==> src/rtl/sprite_palette_ram.sv <==
// Multi-bank sprite colour palette: {bank, index} -> 12-bit RGB with a two-cycle lookup.
// After reset an init sweep fills every entry with DEFAULT_RGB before writes are accepted.
module sprite_palette_ram #(
    parameter int unsigned INDEX_W = 4,
    parameter int unsigned BANK_W = 2,
    parameter int unsigned CH_W = 4,
    parameter logic [3*CH_W-1:0] DEFAULT_RGB = {4'hF, 4'hF, 4'hF},
    parameter logic [INDEX_W-1:0] TRANSPARENT_IDX = '0
) (
    input  logic                Clk,
    input  logic                Reset_n,
    input  logic                pix_valid,
    input  logic [BANK_W-1:0]   pix_bank,
    input  logic [INDEX_W-1:0]  pix_index,
    output logic                out_valid,
    output logic [CH_W-1:0]     red,
    output logic [CH_W-1:0]     green,
    output logic [CH_W-1:0]     blue,
    output logic                out_transparent,
    input  logic                wr_en,
    input  logic [BANK_W-1:0]   wr_bank,
    input  logic [INDEX_W-1:0]  wr_index,
    input  logic [3*CH_W-1:0]   wr_rgb,
    output logic                wr_ready,
    output logic                init_done
);

    localparam int unsigned ADDR_W = BANK_W + INDEX_W;
    localparam int unsigned DEPTH = 2 ** ADDR_W;

    typedef enum logic [0:0] {StInit, StRun} state_t;

    state_t              state_q;
    logic [ADDR_W-1:0]   sweep_q;

    logic                mem_we;
    logic [ADDR_W-1:0]   mem_waddr;
    logic [3*CH_W-1:0]   mem_wdata;
    logic [3*CH_W-1:0]   mem [DEPTH];
    logic [3*CH_W-1:0]   rd_data_q;

    logic                s1_valid_q;
    logic [INDEX_W-1:0]  s1_index_q;
    logic                s1_init_q;

    always_ff @(posedge Clk or negedge Reset_n) begin
        if (!Reset_n) begin
            state_q   <= StInit;
            sweep_q   <= '0;
            init_done <= 1'b0;
            wr_ready  <= 1'b0;
        end else begin
            case (state_q)
                StInit: begin
                    sweep_q <= sweep_q + 1'b1;
                    if (sweep_q == ADDR_W'(DEPTH - 1)) begin
                        state_q   <= StRun;
                        init_done <= 1'b1;
                        wr_ready  <= 1'b1;
                    end
                end
                StRun: begin
                    state_q <= StRun;
                end
                default: state_q <= StInit;
            endcase
        end
    end

    // The sweep owns the write port during init; external writes are simply dropped.
    always_comb begin
        mem_we    = 1'b0;
        mem_waddr = sweep_q;
        mem_wdata = DEFAULT_RGB;
        if (state_q == StInit) begin
            mem_we = 1'b1;
        end else if (wr_en && wr_ready) begin
            mem_we    = 1'b1;
            mem_waddr = {wr_bank, wr_index};
            mem_wdata = wr_rgb;
        end
    end

    // Read-first: the read samples the array before this edge's write lands.
    always_ff @(posedge Clk) begin
        if (mem_we) begin
            mem[mem_waddr] <= mem_wdata;
        end
        rd_data_q <= mem[{pix_bank, pix_index}];
    end

    always_ff @(posedge Clk or negedge Reset_n) begin
        if (!Reset_n) begin
            s1_valid_q <= 1'b0;
            s1_index_q <= '0;
            s1_init_q  <= 1'b0;
        end else begin
            s1_valid_q <= pix_valid;
            s1_index_q <= pix_index;
            s1_init_q  <= (state_q == StInit);
        end
    end

    // Lookups issued during init may hit entries the sweep has not reached yet.
    always_ff @(posedge Clk or negedge Reset_n) begin
        if (!Reset_n) begin
            out_valid       <= 1'b0;
            out_transparent <= 1'b0;
            red             <= '0;
            green           <= '0;
            blue            <= '0;
        end else begin
            out_valid       <= s1_valid_q;
            out_transparent <= s1_valid_q && (s1_index_q == TRANSPARENT_IDX);
            if (s1_valid_q) begin
                {red, green, blue} <= s1_init_q ? DEFAULT_RGB : rd_data_q;
            end
        end
    end

endmodule
==> config.mk <==
export PLATFORM = sky130hd
export DESIGN_NAME = sprite_palette_ram
export DESIGN_NICKNAME = d
export VERILOG_FILES = /design/src/rtl/sprite_palette_ram.sv
export SDC_FILE = /design/constraint.sdc
export NUM_CORES = 1
export LEC_CHECK = 0
export BUFFER_PORTS_ARGS = -buffer_cell sky130_fd_sc_hd__buf_2
export CORE_MARGIN = 3
export CORE_UTILIZATION = 45
export CTS_CLUSTER_SIZE = 10
export DETAILED_ROUTE_END_ITERATION = 10
export GPL_ROUTABILITY_DRIVEN = 0
export PLACE_DENSITY = 0.61
export SYNTH_ARGS = -nofsm -noshare
export SYNTH_HDL_FRONTEND = slang
export SYNTH_SLANG_ARGS = --single-unit
==> constraint.sdc <==
create_clock -name Clk -period 2.9 [get_ports Clk]
set_input_delay 0.29 -clock Clk [delete_from_list [all_inputs] [get_ports Clk]]
set_output_delay 0.29 -clock Clk [all_outputs]
set_load 0.03 [all_outputs]
==> metrics.yaml, run 1 <==
vias_per_cell: 5.821
cts_tree: "built"
ctsLongestPathBuffers: 3
drtIter0Drc: 1618
grt_pass1_wl_um: 109300
rsz0062_at_grt: "false"
arrival_ns: 3.00
max_freq_mhz: 373.8
p_per_area_nw_per_um2: 651.9
r2r_end: "mem[32][11]"
async_reset_ff_share_pct: 3.465
skew_ns: 0.02688
endpoint_kind: "register"
r2r_start: "init_done"
dr.pass1.iters: 5
fin_ws_ns: 0.2247
synth_nets: 1522
hold_viol: 0
grt_usage_pct: 20.72
dpl_cell_area_um2: 33330
hpwlAfterDp_um: 46510
layout_common_cells: "edfxtp_1, mux4_2, buf_4, nor2_1, clkbuf_16"
antenna_found_initial: 4
reg2reg_depth: 7
final_common_cell: "edfxtp_1"
synth_edf_count: 768
cp_max_fo: 13
drt-total-wl_um: 74860
finalMaxSlewViolations: 0
path_class: "register to register"
numCtsBuffers: 91
ctsResizeCount: 0
pin_count: 44
peakVddDrop_uv: 417.3
drc: 0
p_leak_nw: 9.792
dp_slack_ns: 0.2886
grt-ovfl-total: 0
finalInstanceArea_um2: 35980
insertion_delay_ns: 0.65
setup_viol: 0
die_w_um: 269.3
hold_depth: 2
period_share_pct: 92.25
syn2layout_area_growth_pct: 15.34
grt_pass1_vias: 15730
start_kind: "register"
rrSetupSlack_ns: 0.22
tns_ns: 0
hp-start: "pix_bank[1]"
detail-route-antenna-nets: 0
fin_crit_ns: 2.675
syn_area_um2: 31200
cts.sink_count: 808
synth_area_per_cell_um2: 20.90
vias: 15500
clock-root-buffer: "clkbuf_16"
ctsHtreeMaxLevel: 3
drive_gt1_share_pct: 28.31
outcome: "finished clean"
netlist_instances: 1493
max_slew_margin_pct: 32.32
post_drt_wl_per_cell_um: 28.12
die_area_um2: 72520
cp_data_required_time_ns: 3.23
ys_seq_area_share_pct: 76.94
clkTransAtPathRegs_ns: 0.06
synth_flop_cell: "edfxtp_1"
num-fill-cells: 5285
grt_max_degree: 65
maxCapViolCount: 0
die_h_um: 269.3
holdPathEnd: "rd_data_q[2]"
rows: 95
fin_nets: 1713
synth_cell_types: 47
worst_pin_slew_ns: 1.005
start_util_pct: 45.97
core_um2: 67870
io_buffers: 43
synth_warnings: 0
ys_ff_latch: 808
hold_path_class: "primary input to register"
-- power by group --
| part | internal (mW) | total, mW | switching, mW |
|---|---|---|---|
| logic | 0.231 | 0.566 | 0.334 |
| registers | 12.6 | 12.6 | 0.0117 |
| clock network | 6.02 | 10.3 | 4.26 |
-- flip-flops by register name, indices dropped and copies added, names as in the netlist, 4 cells and up --
| signal | cells |
|---|---|
| blue | 4 |
| green | 4 |
| mem | 768 |
| rd_data_q | 12 |
| red | 4 |
| s1_index_q | 4 |
| sweep_q | 6 |
-- cell usage after synthesis, drive strengths merged (5+ instances only) --
library cell  instances  area share [%]
nor2                106             1.3
o22ai                41            0.82
mux4                186              13
dfxtp                12            0.77
buf                  54             1.2
nand3                12            0.19
nand3b                5            0.12
mux2                 25            0.90
a211o                 8            0.22
clkbuf               24            0.29
nand2                52            0.63
xnor2                 5            0.14
dfrtp                28             2.2
edfxtp              768              74
nand2b               21            0.42
o21ai                22            0.35
nand4                 5            0.10
a41o                  5            0.16
o31ai                 7            0.17
o22a                  6            0.17
nor2b                 7            0.14
o211ai                9            0.22
mux2i                31            0.99
a21oi                22            0.35
-- layout make-up --
class	count	area, um^2	share of cell area, %
inverters	3	11.26	0.03129
repair buffers	176	1434	3.985
multi-input cells	604	6756	18.78
clock inverters	6	91.34	0.2538
clock buffers	141	2529	7.027
flip-flops and latches	808	24000	66.70
diodes	3	7.507	0.02086
well taps	921	1152	3.202
-- worst max path at each step --
stage | from | end | slack, ns | cells after the start
after floorplan | init_done | mem[12][0] | 0.50 | 6
after CTS | init_done | mem[32][0] | 0.30 | 7
after detailed placement | wr_en | mem[32][4] | 0.29 | 8
after global routing | init_done | mem[32][3] | 0.11 | 7
after global placement | wr_en | mem[32][4] | 0.38 | 8
final | init_done | mem[32][11] | 0.22 | 7
-- logic make-up (layout without fill, tap and decap cells) --
kind of cell               Yosys count  count (layout)  share of synthesized area (%)
other                                0               3                              0
DFF                                808             808                          76.94
and+or+nand+nor                    221             221                          3.136
xor gates and xnor gates             5               5                         0.1404
adders and majority gates            1               1                        0.04010
muxes                              242             242                          15.38
buffers and inverters               81             326                          1.500
AOI/OAI and AO/OA                  135             135                          2.860
-- through the flow --
stage / instances / hold WS (ns) / utilization (%) / power (mW)
2_1_floorplan: 1493 / -0.005591 / - / 13.21
3_3_place_gp: 2509 / 0.4046 / 49.10 / 13.42
3_5_place_dp: 2509 / 0.4046 / 49.10 / 13.42
4_1_cts: 2659 / 0.1903 / 53.01 / 23.68
5_1_grt: 2659 / 0.2409 / 53.01 / 24.16
6_report: 2662 / 0.2342 / 53.02 / 23.46
-- worst max-delay path, stage by stage, from the launching register on --
cell and delay [ns]:
dfrtp_1 0.40, nand3_1 0.36, or3_1 0.47, o31ai_1 0.12, nand2_1 0.32, buf_4 0.25
nor2_1 0.20, buf_4 0.24
-- metal layers --
| metal | track usage (%) | share of wire (%) | wire [um] |
|---|---|---|---|
| met5 | 0 | 0.031 | 23 |
| met4 | 6.452 | 2.6 | 1910 |
| met3 | 3.841 | 7.7 | 5731 |
| met2 | 31.56 | 46 | 34510 |
| met1 | 30.70 | 44 | 32690 |
-- timing repair --
item	CTS	global route
hold buffers	3	0
buffers inserted	0	0
hold endpoints to repair	30	0
Power figures use the tool's default switching activity.
==> run 2: changes to the inputs <==
--- a/config.mk
+++ b/config.mk
@@ -11,6 +11,7 @@
 export CTS_CLUSTER_SIZE = 10
 export DETAILED_ROUTE_END_ITERATION = 10
 export GPL_ROUTABILITY_DRIVEN = 0
+export GPL_TIMING_DRIVEN = 0
 export PLACE_DENSITY = 0.61
 export SYNTH_ARGS = -nofsm -noshare
 export SYNTH_HDL_FRONTEND = slang
==> run 2 against run 1 <==
Against the previous run: the run now ends with setup timing left; largest power group unchanged; non-clock buffer count up 23; clock-buffer cell count decreased by 18; clock skew rose by 0.0046 ns; sequential cell count unchanged; power is 0.13% higher; worst setup slack got worse by 0.42 ns; routed wire length increased by 8.2%.
==> metrics.yaml, run 2 (synthesized netlist as in run 1, its figures left out) <==
outcome: "complete, but fails checks"
violations: "setup timing"
syn2layout_area_growth_pct: 18.97
endpoint_kind: "register"
path_class: "register to register"
dpl_cell_area_um2: 32850
clock-root-buffer: "clkbuf_16"
period_share_pct: 106.6
hold_ws_ns: 0.1029
pin_count: 44
drc: 0
detail-route-antenna-nets: 0
hold_path_class: "primary input to register"
p_per_area_nw_per_um2: 632.8
top_regs: "mem: 768 flops, rd_data_q: 12 flops, sweep_q: 6 flops"
grt_max_degree: 57
path_delay_family: "simple AND/OR/NAND/NOR gates"
fin_ws_ns: -0.1918
crit_path_max_incr_delay_ns: 0.63
finalInstanceArea_um2: 37110
post_drt_wl_per_cell_um: 30.39
regMostFlops: "mem"
max_freq_mhz: 323.4
fin_crit_ns: 3.092
die_w_um: 269.3
grt-ovfl-total: 0
grt_pass1_wl_um: 115700
p_leak_nw: 9.971
core_um2: 67870
maxCapViolCount: 0
worst_pin_slew_ns: 1.181
cpMostUsedCell: "clkbuf_1"
cp_data_required_time_ns: 3.22
numCtsBuffers: 92
insertion_delay_ns: 0.64
final_common_cell: "edfxtp_1"
rows: 95
drive_gt1_share_pct: 32.63
cts.sink_count: 808
die_area_um2: 72520
largest_reg_flops: 768
ctsHtreeMaxLevel: 3
cp_max_fo: 12
vias_per_cell: 6.077
tns_ns: -15.68
grt_pass1_vias: 16240
power.total_mw: 23.49
max_slew_margin_pct: 20.98
cts_tree: "built"
start_kind: "register"
dp_slack_ns: -0.8032
drt-total-wl_um: 81020
skew_ns: 0.03146
layout_common_cells: "edfxtp_1, mux4_2, clkbuf_16, buf_2, buf_12"
vias: 16200
cp_num_buf_inv: 3
peakVddDrop_uv: 432.3
finalMaxSlewViolations: 0
setup_viol: 120
antenna_found_initial: 3
fin_nets: 1737
critical_path.cell_chain: "clkbuf_1, nand3_1, clkbuf_1, o21ai_0, nand2_2, nor2_4, buf_12"
clkTransAtPathRegs_ns: 0.06
io_buffers: 43
rsz0062_at_grt: "true"
start_util_pct: 45.97
dr.pass1.iters: 6
grt_usage_pct: 22.19
hpwlAfterDp_um: 52930
arrival_ns: 3.41
ctsLongestPathBuffers: 3
drtIter0Drc: 2106
die_h_um: 269.3
hold_viol: 0
cp_slowest_cell: "o21ai_0"
[run 2: changes by cell type in the layout (fill, tap and decap cells not counted), sizes merged]
| cell | delta |
|---|---|
| buf | -4 |
| inv | +2 |
| dlygate4sd3 | +3 |
| diode | -2 |
| bufinv | -1 |
| clkbuf | +6 |
[run 2: path summary, 6_finish.rpt]
kind	from	end	slack [ns]	cells past startpoint
worst max-delay path	state_q	mem[58][3]	-0.19	7
worst min-delay path	pix_bank[1]	rd_data_q[6]	0.10	3
worst max register to register	state_q	mem[58][3]	-0.19	7
worst min register to register	rd_data_q[7]	green[3]	0.49	2
max in group asynchronous	Reset_n	s1_valid_q	2.13	2
min in group asynchronous	Reset_n	init_done	0.26	2
[run 2: worst min-delay path: stages]
cell and delay, ns:
buf_2 0.17, a211o_1 0.16, o21ai_1 0.07
[run 2: metrics by stage]
| stage | std cells | utilization, % |
|---|---|---|
| 2_1_floorplan | 1493 | - |
| 3_3_place_gp | 2457 | 47.98 |
| 3_5_place_dp | 2470 | 48.40 |
| 4_1_cts | 2641 | 53.69 |
| 5_1_grt | 2665 | 54.68 |
| 6_report | 2666 | 54.68 |
[run 2: timing repair]
action | CTS | global route
buffers inserted | 35 | 24
pin swaps | 28 | 24
endpoints found under the setup margin | 999 | 709
hold endpoints to repair | 33 | 0
gates resized for setup | 106 | 48
hold buffers | 6 | 0
[run 2: cell type report]
cell class / instances / area (um^2)
fill: 5125 / 30760
sequential: 808 / 24000
multi-input combinational: 604 / 7310
clock buffer: 123 / 2514
timing repair buffer: 121 / 1595
tap: 921 / 1152
buffer: 78 / 460.4
clock inverter: 7 / 66.31
inverter: 3 / 11.26
antenna: 1 / 2.502
[run 2: where the power goes]
group,total (mW),internal (mW),switching [mW]
clock,10.3,5.97,4.29
sequential,12.6,12.6,0.0121
combinational,0.611,0.219,0.392
[run 2: routing by layer]
metal	global-route usage, %	vias to the layer above	share of wire [%]
li1	-	6578	-
met1	31.83	8616	40
met2	34.09	859	47
met3	5.014	148	10
met4	7.308	0	3.0
met5	0	-	0
==> run 3: changes to the inputs <==
--- a/config.mk
+++ b/config.mk
@@ -6,6 +6,7 @@
 export NUM_CORES = 1
 export LEC_CHECK = 0
 export BUFFER_PORTS_ARGS = -buffer_cell sky130_fd_sc_hd__buf_2
+export CORE_ASPECT_RATIO = 0.9
 export CORE_MARGIN = 3
 export CORE_UTILIZATION = 45
 export CTS_CLUSTER_SIZE = 10
==> constraint.sdc (replaced) <==
create_clock -name Clk -period 3.3 [get_ports Clk]
set_input_delay 0.33 -clock Clk [delete_from_list [all_inputs] [get_ports Clk]]
set_output_delay 0.33 -clock Clk [all_outputs]
set_load 0.03 [all_outputs]
==> run 3 against run 2 <==
Against the previous run: the flow still finishes with violations (setup timing); sequential cell count unchanged; register-to-register slack worse by 0.11 ns; clock-buffer cell count up 42; via count down 2.9%; cell count down 0.71%; die area about the same; sequential power down 12%; critical endpoint is now mem[59][11]; maximum frequency down 14%; core utilization down 1.9 points; hold slack better by 0.027 ns; clock power down 12%; first-iteration DRC count down 12%.
==> metrics.yaml, run 3 (synthesized netlist as in run 1, its figures left out) <==
grt_pass1_vias: 16110
numCtsBuffers: 91
grt_pass1_wl_um: 114100
die_area_um2: 72530
period_share_pct: 109.1
core_um2: 67790
post_drt_wl_per_cell_um: 29.87
cpMostUsedCell: "clkbuf_1"
insertion_delay_ns: 0.64
hold_path_class: "primary input to register"
cts.sink_count: 808
hpwlAfterDp_um: 52760
die_w_um: 283.5
outcome: "complete, but fails checks"
maxCapViolCount: 0
clkTransAtPathRegs_ns: 0.06
start_util_pct: 46.02
grt_max_degree: 57
path_class: "register to register"
p_per_area_nw_per_um2: 579.0
cp_max_fo: 12
pin_count: 44
finalMaxSlewViolations: 0
cts_tree: "built"
ctsHtreeMaxLevel: 3
fin_ws_ns: -0.2995
drc: 0
peakVddDrop_uv: 333.6
cp_data_required_time_ns: 3.52
grt-ovfl-total: 0
vias: 15730
antenna_cells: 0
skew_ns: 0.02446
regMostFlops: "mem"
drt-total-wl_um: 79060
drtIter0Drc: 1854
syn2layout_area_growth_pct: 14.63
rows: 90
ctsLongestPathBuffers: 3
setup_viol: 60
cp_slowest_cell: "nor2_1"
dpl_cell_area_um2: 32880
hold_depth: 3
dr.pass1.iters: 6
violations: "setup timing"
layout_common_cells: "edfxtp_1, mux4_2, clkbuf_1, clkbuf_16, buf_2"
hold_viol: 0
final_common_cell: "edfxtp_1"
top_regs: "mem: 768 flops, rd_data_q: 12 flops, sweep_q: 6 flops"
critical_path.cell_chain: "clkbuf_1, nand3_1, clkbuf_1, o22ai_1, nand2_1, nor2_1"
endpoint_kind: "register"
max_slew_margin_pct: 2.295
die_h_um: 255.8
postCtsSetupBuffers: 0
vias_per_cell: 5.942
max_freq_mhz: 277.8
p_leak_nw: 9.473
largest_reg_flops: 768
grt_usage_pct: 21.83
start_kind: "register"
crit_path_max_incr_delay_ns: 1.23
antenna_found_initial: 4
reg2reg_depth: 6
detail-route-antenna-nets: 0
clock-root-buffer: "clkbuf_16"
io_buffers: 43
fin_nets: 1680
drive_gt1_share_pct: 27.74
rsz0062_at_grt: "true"
fin_crit_ns: 3.600
hold_ws_ns: 0.1295
finalInstanceArea_um2: 35760
worst_pin_slew_ns: 1.460
arrival_ns: 3.82
-- run 3: critical path, delay by kind of cell, from the launching register on --
kind | cells | cell delay, ns
AOI/OAI and AO/OA | 1 | 0.33
buffers and inverters | 2 | 0.64
DFF | 1 | 0.32
and+or+nand+nor | 3 | 1.90
-- run 3: stage by stage --
step	utilization [%]	std cells	worst slack [ns]	setup TNS, ns	power [mW]
after floorplan	-	1493	0.8950	0	11.61
after global placement	48.04	2456	-0.3604	-149.91	11.82
after detailed placement	48.50	2472	-0.2319	-38.81	11.83
after CTS	52.59	2647	-0.1993	-17.24	20.85
after global routing	52.76	2647	-0.3968	-25.54	21.30
final	52.76	2647	-0.2995	-8.823	20.71
-- run 3: path summary, 6_finish.rpt --
| check | startpoint | to | slack [ns] |
|---|---|---|---|
| max | state_q | mem[59][11] | -0.30 |
| min in group asynchronous | Reset_n | sweep_q[0] | 0.38 |
| max in group asynchronous | Reset_n | blue[1] | 2.32 |
| min | pix_bank[1] | rd_data_q[7] | 0.13 |
| max reg2reg | state_q | mem[59][11] | -0.30 |
| min reg2reg | s1_valid_q | out_valid | 0.38 |
-- run 3: metal layers --
layer  track usage [%]  vias to the layer above  wire length [um]
li1                  -                     6512                 -
met1             31.12                     8417             33550
met2             34.13                      648             36920
met3             4.809                      144              6215
met4             6.577                        8              2302
met5                 0                        -                68
-- run 3: power by group --
group	switching [mW]	total [mW]	internal, mW	leakage [nW]
registers	0.00610	11.1	11.1	5.84
clock network	3.81	9.08	5.27	1.25
logic	0.361	0.554	0.193	2.39
-- run 3: layout make-up --
cell class / count / area, um^2
fill: 5294 / 32030
buffer: 78 / 471.7
inverter: 3 / 11.26
tap: 920 / 1151
clock inverter: 4 / 31.28
sequential: 808 / 24000
multi-input combinational: 604 / 6944
timing repair buffer: 65 / 553.0
clock buffer: 165 / 2597
-- run 3: timing repair --
action | in CTS | in global routing
endpoints found under the setup margin | 495 | 295
hold buffers | 6 | 0
gates resized for setup | 33 | 32
endpoints found under the hold margin | 33 | 0
pin swaps | 0 | 1
